## src/rtl/keypad_scanner.sv

```systemverilog
// 4x4 matrix keypad scanner: drives one-hot-low columns, synchronizes and samples rows,
// debounces whole-scan results and emits one key_valid strobe per accepted press.
module keypad_scanner #(
    parameter int SCAN_DIV       = 4,
    parameter int DEBOUNCE_SCANS = 3
) (
    input  logic       clk,
    input  logic       reset,
    input  logic [3:0] row,
    output logic [3:0] shift_col,
    output logic [3:0] key_value,
    output logic       key_valid,
    output logic       key_held
);

    localparam int DW = $clog2(SCAN_DIV);
    localparam int CW = $clog2(DEBOUNCE_SCANS + 1);
    localparam logic [DW-1:0] DIV_LAST = DW'(SCAN_DIV - 1);
    localparam logic [CW-1:0] CNT_MAX  = CW'(DEBOUNCE_SCANS);
    localparam logic [CW-1:0] CNT_ONE  = CW'(1);

    typedef enum logic [1:0] {
        ST_IDLE,
        ST_DEBOUNCE,
        ST_PRESSED,
        ST_RELEASE
    } state_t;

    typedef enum logic [1:0] {
        RES_NONE,
        RES_ONE,
        RES_MULTI
    } scan_res_t;

    logic [3:0]    row_meta;
    logic [3:0]    row_sync;
    logic [DW-1:0] div;
    logic [1:0]    col;
    logic [1:0]    acc_cnt;
    logic [3:0]    acc_code;

    state_t        state;
    logic [CW-1:0] cnt;
    logic [3:0]    cand;

    logic          div_tc;
    logic          scan_end;
    logic [1:0]    next_col;
    logic [2:0]    col_lows;
    logic [1:0]    col_row;
    logic [1:0]    acc_next;
    logic [3:0]    code_next;
    scan_res_t     scan_res;
    logic [CW-1:0] cnt_inc;

    always_ff @(posedge clk or negedge reset) begin
        if (!reset) begin
            row_meta <= '1;
            row_sync <= '1;
        end else begin
            row_meta <= row;
            row_sync <= row_meta;
        end
    end

    assign div_tc   = (div == DIV_LAST);
    assign scan_end = div_tc && (col == 2'd3);
    assign next_col = col + 2'd1;

    // Low-bit tally saturates at 2: only "none", "exactly one" and "more" matter.
    always_comb begin
        col_lows  = 3'd0;
        col_row   = 2'd0;
        for (int unsigned r = 0; r < 4; r++) begin
            if (!row_sync[r]) begin
                col_lows = col_lows + 3'd1;
                col_row  = 2'(r);
            end
        end
        acc_next  = acc_cnt;
        code_next = acc_code;
        if (col_lows >= 3'd2) begin
            acc_next = 2'd2;
        end else if (col_lows == 3'd1) begin
            if (acc_cnt == 2'd0) begin
                acc_next  = 2'd1;
                code_next = {col_row, col};
            end else begin
                acc_next = 2'd2;
            end
        end
    end

    always_comb begin
        scan_res = RES_NONE;
        case (acc_next)
            2'd0:    scan_res = RES_NONE;
            2'd1:    scan_res = RES_ONE;
            default: scan_res = RES_MULTI;
        endcase
    end

    assign cnt_inc = (cnt >= CNT_MAX) ? cnt : cnt + CNT_ONE;

    always_ff @(posedge clk or negedge reset) begin
        if (!reset) begin
            div       <= '0;
            col       <= '0;
            shift_col <= 4'b1110;
            acc_cnt   <= '0;
            acc_code  <= '0;
        end else if (div_tc) begin
            div       <= '0;
            col       <= next_col;
            shift_col <= ~(4'b0001 << next_col);
            if (col == 2'd3) begin
                acc_cnt  <= '0;
                acc_code <= '0;
            end else begin
                acc_cnt  <= acc_next;
                acc_code <= code_next;
            end
        end else begin
            div <= div + DW'(1);
        end
    end

    always_ff @(posedge clk or negedge reset) begin
        if (!reset) begin
            state     <= ST_IDLE;
            cnt       <= '0;
            cand      <= '0;
            key_value <= '0;
            key_valid <= 1'b0;
            key_held  <= 1'b0;
        end else begin
            key_valid <= 1'b0;
            if (scan_end) begin
                case (state)
                    ST_IDLE: begin
                        if (scan_res == RES_ONE) begin
                            if (DEBOUNCE_SCANS == 1) begin
                                state     <= ST_PRESSED;
                                cnt       <= '0;
                                key_value <= code_next;
                                key_valid <= 1'b1;
                                key_held  <= 1'b1;
                            end else begin
                                state <= ST_DEBOUNCE;
                                cand  <= code_next;
                                cnt   <= CNT_ONE;
                            end
                        end
                    end
                    ST_DEBOUNCE: begin
                        if (scan_res == RES_ONE) begin
                            if (code_next == cand) begin
                                if (cnt_inc >= CNT_MAX) begin
                                    state     <= ST_PRESSED;
                                    cnt       <= '0;
                                    key_value <= cand;
                                    key_valid <= 1'b1;
                                    key_held  <= 1'b1;
                                end else begin
                                    cnt <= cnt_inc;
                                end
                            end else begin
                                cand <= code_next;
                                cnt  <= CNT_ONE;
                            end
                        end else begin
                            state <= ST_IDLE;
                            cnt   <= '0;
                        end
                    end
                    ST_PRESSED: begin
                        if (scan_res == RES_NONE) begin
                            if (DEBOUNCE_SCANS == 1) begin
                                state    <= ST_IDLE;
                                cnt      <= '0;
                                key_held <= 1'b0;
                            end else begin
                                state <= ST_RELEASE;
                                cnt   <= CNT_ONE;
                            end
                        end
                    end
                    ST_RELEASE: begin
                        if (scan_res == RES_NONE) begin
                            if (cnt_inc >= CNT_MAX) begin
                                state    <= ST_IDLE;
                                cnt      <= '0;
                                key_held <= 1'b0;
                            end else begin
                                cnt <= cnt_inc;
                            end
                        end else begin
                            state <= ST_PRESSED;
                            cnt   <= '0;
                        end
                    end
                    default: begin
                        state <= ST_IDLE;
                        cnt   <= '0;
                    end
                endcase
            end
        end
    end

endmodule

```

## config.mk

```make
export PLATFORM = sky130hd
export DESIGN_NAME = keypad_scanner
export DESIGN_NICKNAME = d
export VERILOG_FILES = /design/src/rtl/keypad_scanner.sv
export SDC_FILE = /design/constraint.sdc
export NUM_CORES = 1
export LEC_CHECK = 0
export ABC_AREA = 1
export BUFFER_PORTS_ARGS = -buffer_cell sky130_fd_sc_hd__buf_4
export CAP_MARGIN = 15
export CORE_MARGIN = 10
export CORE_UTILIZATION = 40
export CTS_BUF_LIST = sky130_fd_sc_hd__clkbuf_8
export DETAILED_ROUTE_END_ITERATION = 6
export MAX_ROUTING_LAYER = met4
export PLACE_DENSITY_LB_ADDON = 0.15
export SYNTH_ARGS = -nofsm -noshare
export SYNTH_HDL_FRONTEND = slang
export SYNTH_SLANG_ARGS = --single-unit
```

## constraint.sdc

```tcl
create_clock -name clk -period 3.25 [get_ports clk]
set_input_delay 0.1625 -clock clk [delete_from_list [all_inputs] [get_ports clk]]
set_output_delay 0.1625 -clock clk [all_outputs]
set_load 0.01 [all_outputs]
```

==> flow_summary.toml <==
[run_status]
status = "complete, no violations"

[synthesis]
syn_nets = 245
synth_compound_area_frac = 0.0945
synthAdderAreaFrac = 0.0594
avgSynthCellArea_sq_um = 8.24
yosys_register_bits = 36
synth_xor_area_frac = 0.00462
ys_seq_area_frac = 0.483
netlist_instances = 230
synth_area_sq_mm = 0.00189
synth.area.mux_share = 0
synthSimpleGateAreaFrac = 0.286
ys_types = 30
yosysWarnings = 0
synth_top_family_by_area = "simple AND/OR/NAND/NOR gates"

[worst_setup_path]
cp_cell_sequence = "inv_1 -> ha_1 -> nand2_1 -> nand2_2 -> ha_1 -> or2_1 -> nand2_1 -> nand2_1 -> a21oi_2 -> nand3_1 -> nand3_1 -> nand3b_1 -> nor2_1 -> nand2_1 -> nand2_1 -> nand2_1"
cp_slowest_cell = "dfstp_2"
cpMostUsedCell = "nand2_1"
slowest_delay_ns = 0.54
reg2reg_depth = 16
critPathArrivalTime_ns = 3.06
crit_required_ns = 3.43
endpoint_kind = "register"
regToRegEndpoint = "state[0]"
critPathMaxFanout = 4
critical_path.endpoint = "state[0]"
startpoint = "row_sync[0]"
path_class = "register to register"
timing.reg2reg.setup_slack_ns = 0.37
r2r_start = "row_sync[0]"
start_kind = "register"

[sta]
period_share = 0.886
setup_viol = 0
timing.final.ws_setup_ns = 0.370
hold_violations = 0
rsz0062_at_grt = "no"
max_freq_mhz = 347
slew_viol_final = 0
slew-limit-headroom = 0.584
tns_ns = 0
clock_skew_ns = 0.00351
min_period_ns = 2.88
tightest_slew_ns = 0.622

[grt]
grt-ovfl-total = 0
grt_max_degree = 37
met1_usage = 0.119
antenna_found_initial = 0
grt_usage = 0.107
use_met2 = 0.180
grt_busiest_layer = "met2"
use_met3 = 0.0276
grt_pass1_vias = 1491
grt_pass1_wl_um = 6510

[finish]
syn_to_final_growth_pct = 18.0
final_layout_size_suffix_gt1_frac = 0.200
fin_cells = 307
diodes = 0
num-nets-final = 269

[drt]
dr_total_vias = 1521
drtPass1Iterations = 4
routed_wl_um = 3690
drtIter0Drc = 75
antenna_left = 0
wl_per_cell_um = 12.0
drc = 0
routed_via_density = 4.95

[min_path]
hold_class = "register to register"
hold_start = "row_meta[2]"
min_path_cells = 0

[power]
p_sw_frac = 0.252
p_int_uw = 780
leakage_uw = 0.00115
max-vdd-ir-drop_mv = 0.242
seqPwrFrac = 0.454
p_clk_frac = 0.415
power_switching_uw = 263
cellPowerDensity_mw_per_mm2 = 467
combPwrFrac = 0.131

[clocking]
insertion_delay_ns = 0.29
cts_resized = 0
cts_tree = "built"
numCtsBuffers = 5
htreeDepth = 2
clock_sinks = 36
cts_hold_buf = 5
clk_pin_slew_worst_paths_ns = 0.07
clock_path_buffers = 2
cts_setup_buffers = 0
root_buffer = "clkbuf_8"

[die]
die_w_um = 88.8
die_h_um = 88.8
core_sq_mm = 0.00447
io_pins = 16
die_area_sq_mm = 0.00789
start_util = 0.423
std_cell_rows = 24

[place]
gp_congestion = 0.879
dp.cells = 294
port_buffers = 15
dp_hpwl_um = 2700
place_ws_ns = 0.373

[job]
cap_violations = 0
==> routing by layer <==
layer	part of all wire	up-vias
li1	-	777
met1	0.46	717
met2	0.50	23
met3	0.030	4
met4	0.0095	0
met5	0	-
==> critical path: cells and delay by family (launching register included) <==
| kind | cells | cell delay (ns) |
|---|---|---|
| buf+inv | 1 | 0.04 |
| compound gates | 1 | 0.19 |
| fa+ha+maj | 2 | 0.63 |
| simple gates | 12 | 1.36 |
| flops | 1 | 0.54 |
==> power groups by stage <==
stage	Clock [uW]	Combinational [uW]	Sequential (uW)
floorplan	0	102	478
global placement	0	132	482
detailed placement	0	134	482
CTS	448	139	474
global route	462	158	476
finish	433	137	474
==> final cells by class <==
| cell class | count | area, sq um |
|---|---|---|
| timing repair buffer | 20 | 163 |
| tap | 52 | 65.1 |
| fill | 442 | 2240 |
| clock buffer | 7 | 96.3 |
| clock inverter | 1 | 30.0 |
| sequential | 36 | 915 |
| multi-input combinational | 158 | 842 |
| inverter | 33 | 125 |
==> registers in the layout, summed over array words and instances, names as in the netlist, 2 cells and up <==
name and count:
acc_code 4, col 2, div 2, cand 4
acc_cnt 2, cnt 2, row_sync 4, key_value 4
row_meta 4, state 2, shift_col 4
==> Yosys cell counts <==
library cell | instances | area, sq um
nor3_1 | 1 | 5.00
or2_0 | 1 | 6.26
nand3b_1 | 1 | 7.51
o21ai_2 | 1 | 8.76
xor2_1 | 1 | 8.76
buf_2 | 1 | 5.00
clkbuf_1 | 2 | 7.51
a22o_1 | 1 | 8.76
a21oi_1 | 2 | 10.0
dfstp_2 | 11 | 289
nand3_4 | 2 | 35.0
o21ai_4 | 1 | 16.3
o21ai_1 | 3 | 15.0
nand2_4 | 1 | 11.3
nand2_1 | 66 | 248
nand3_1 | 23 | 115
o21ai_0 | 16 | 80.1
o22ai_1 | 5 | 31.3
nand4_1 | 1 | 6.26
or2_1 | 1 | 6.26
a21oi_2 | 1 | 8.76
nor2_2 | 2 | 12.5
clkinv_2 | 1 | 5.00
nand2_2 | 6 | 37.5
dfrtp_1 | 25 | 626
ha_1 | 9 | 113
inv_1 | 31 | 116
inv_2 | 1 | 3.75
nor2_1 | 12 | 45.0
or2_2 | 1 | 6.26
==> kinds of logic (layout without fill, tap and decap cells) <==
kind of cell,Yosys count,count (layout)
DFF,36,36
xor gates and xnor gates,1,1
AOI/OAI and AO/OA,30,30
and+or+nand+nor,118,118
buffers and inverters,36,61
adders and majority gates,9,9
==> metrics by stage <==
| stage | hold slack, ns | power, uW | util | area (sq um) |
|---|---|---|---|---|
| CTS | 0.358 | 1060 | 0.500 | 2240 |
| floorplan | -0.133 | 580 | - | 1890 |
| detailed placement | 0.157 | 616 | 0.460 | 2060 |
| finish | 0.356 | 1040 | 0.500 | 2240 |
| global route | 0.360 | 1100 | 0.500 | 2240 |
| global placement | 0.150 | 614 | 0.460 | 2060 |
==> cells in the final DEF, fill, tap and decap left out, drive strengths merged, types with 3 or more instances in the layout <==
cell         synthesis  routed
dfrtp               25      25
inv                 32      32
clkbuf               2       7
or2                  3       3
a21oi                3       3
dfstp               11      11
ha                   9       9
buf                  1      15
nor2                14      14
nand3               25      25
dlygate4sd3          0       5
nand2               73      73
o21ai               21      21
o22ai                5       5
==> worst min-delay path by stage <==
stage / to / slack (ns)
5_1_grt: row_sync[3] / 0.36
2_1_floorplan: acc_cnt[0] / -0.13
3_5_place_dp: shift_col[0] / 0.16
3_3_place_gp: shift_col[0] / 0.15
4_1_cts: row_sync[1] / 0.36
6_report: row_sync[2] / 0.36
(Power assumes the default switching activity.)
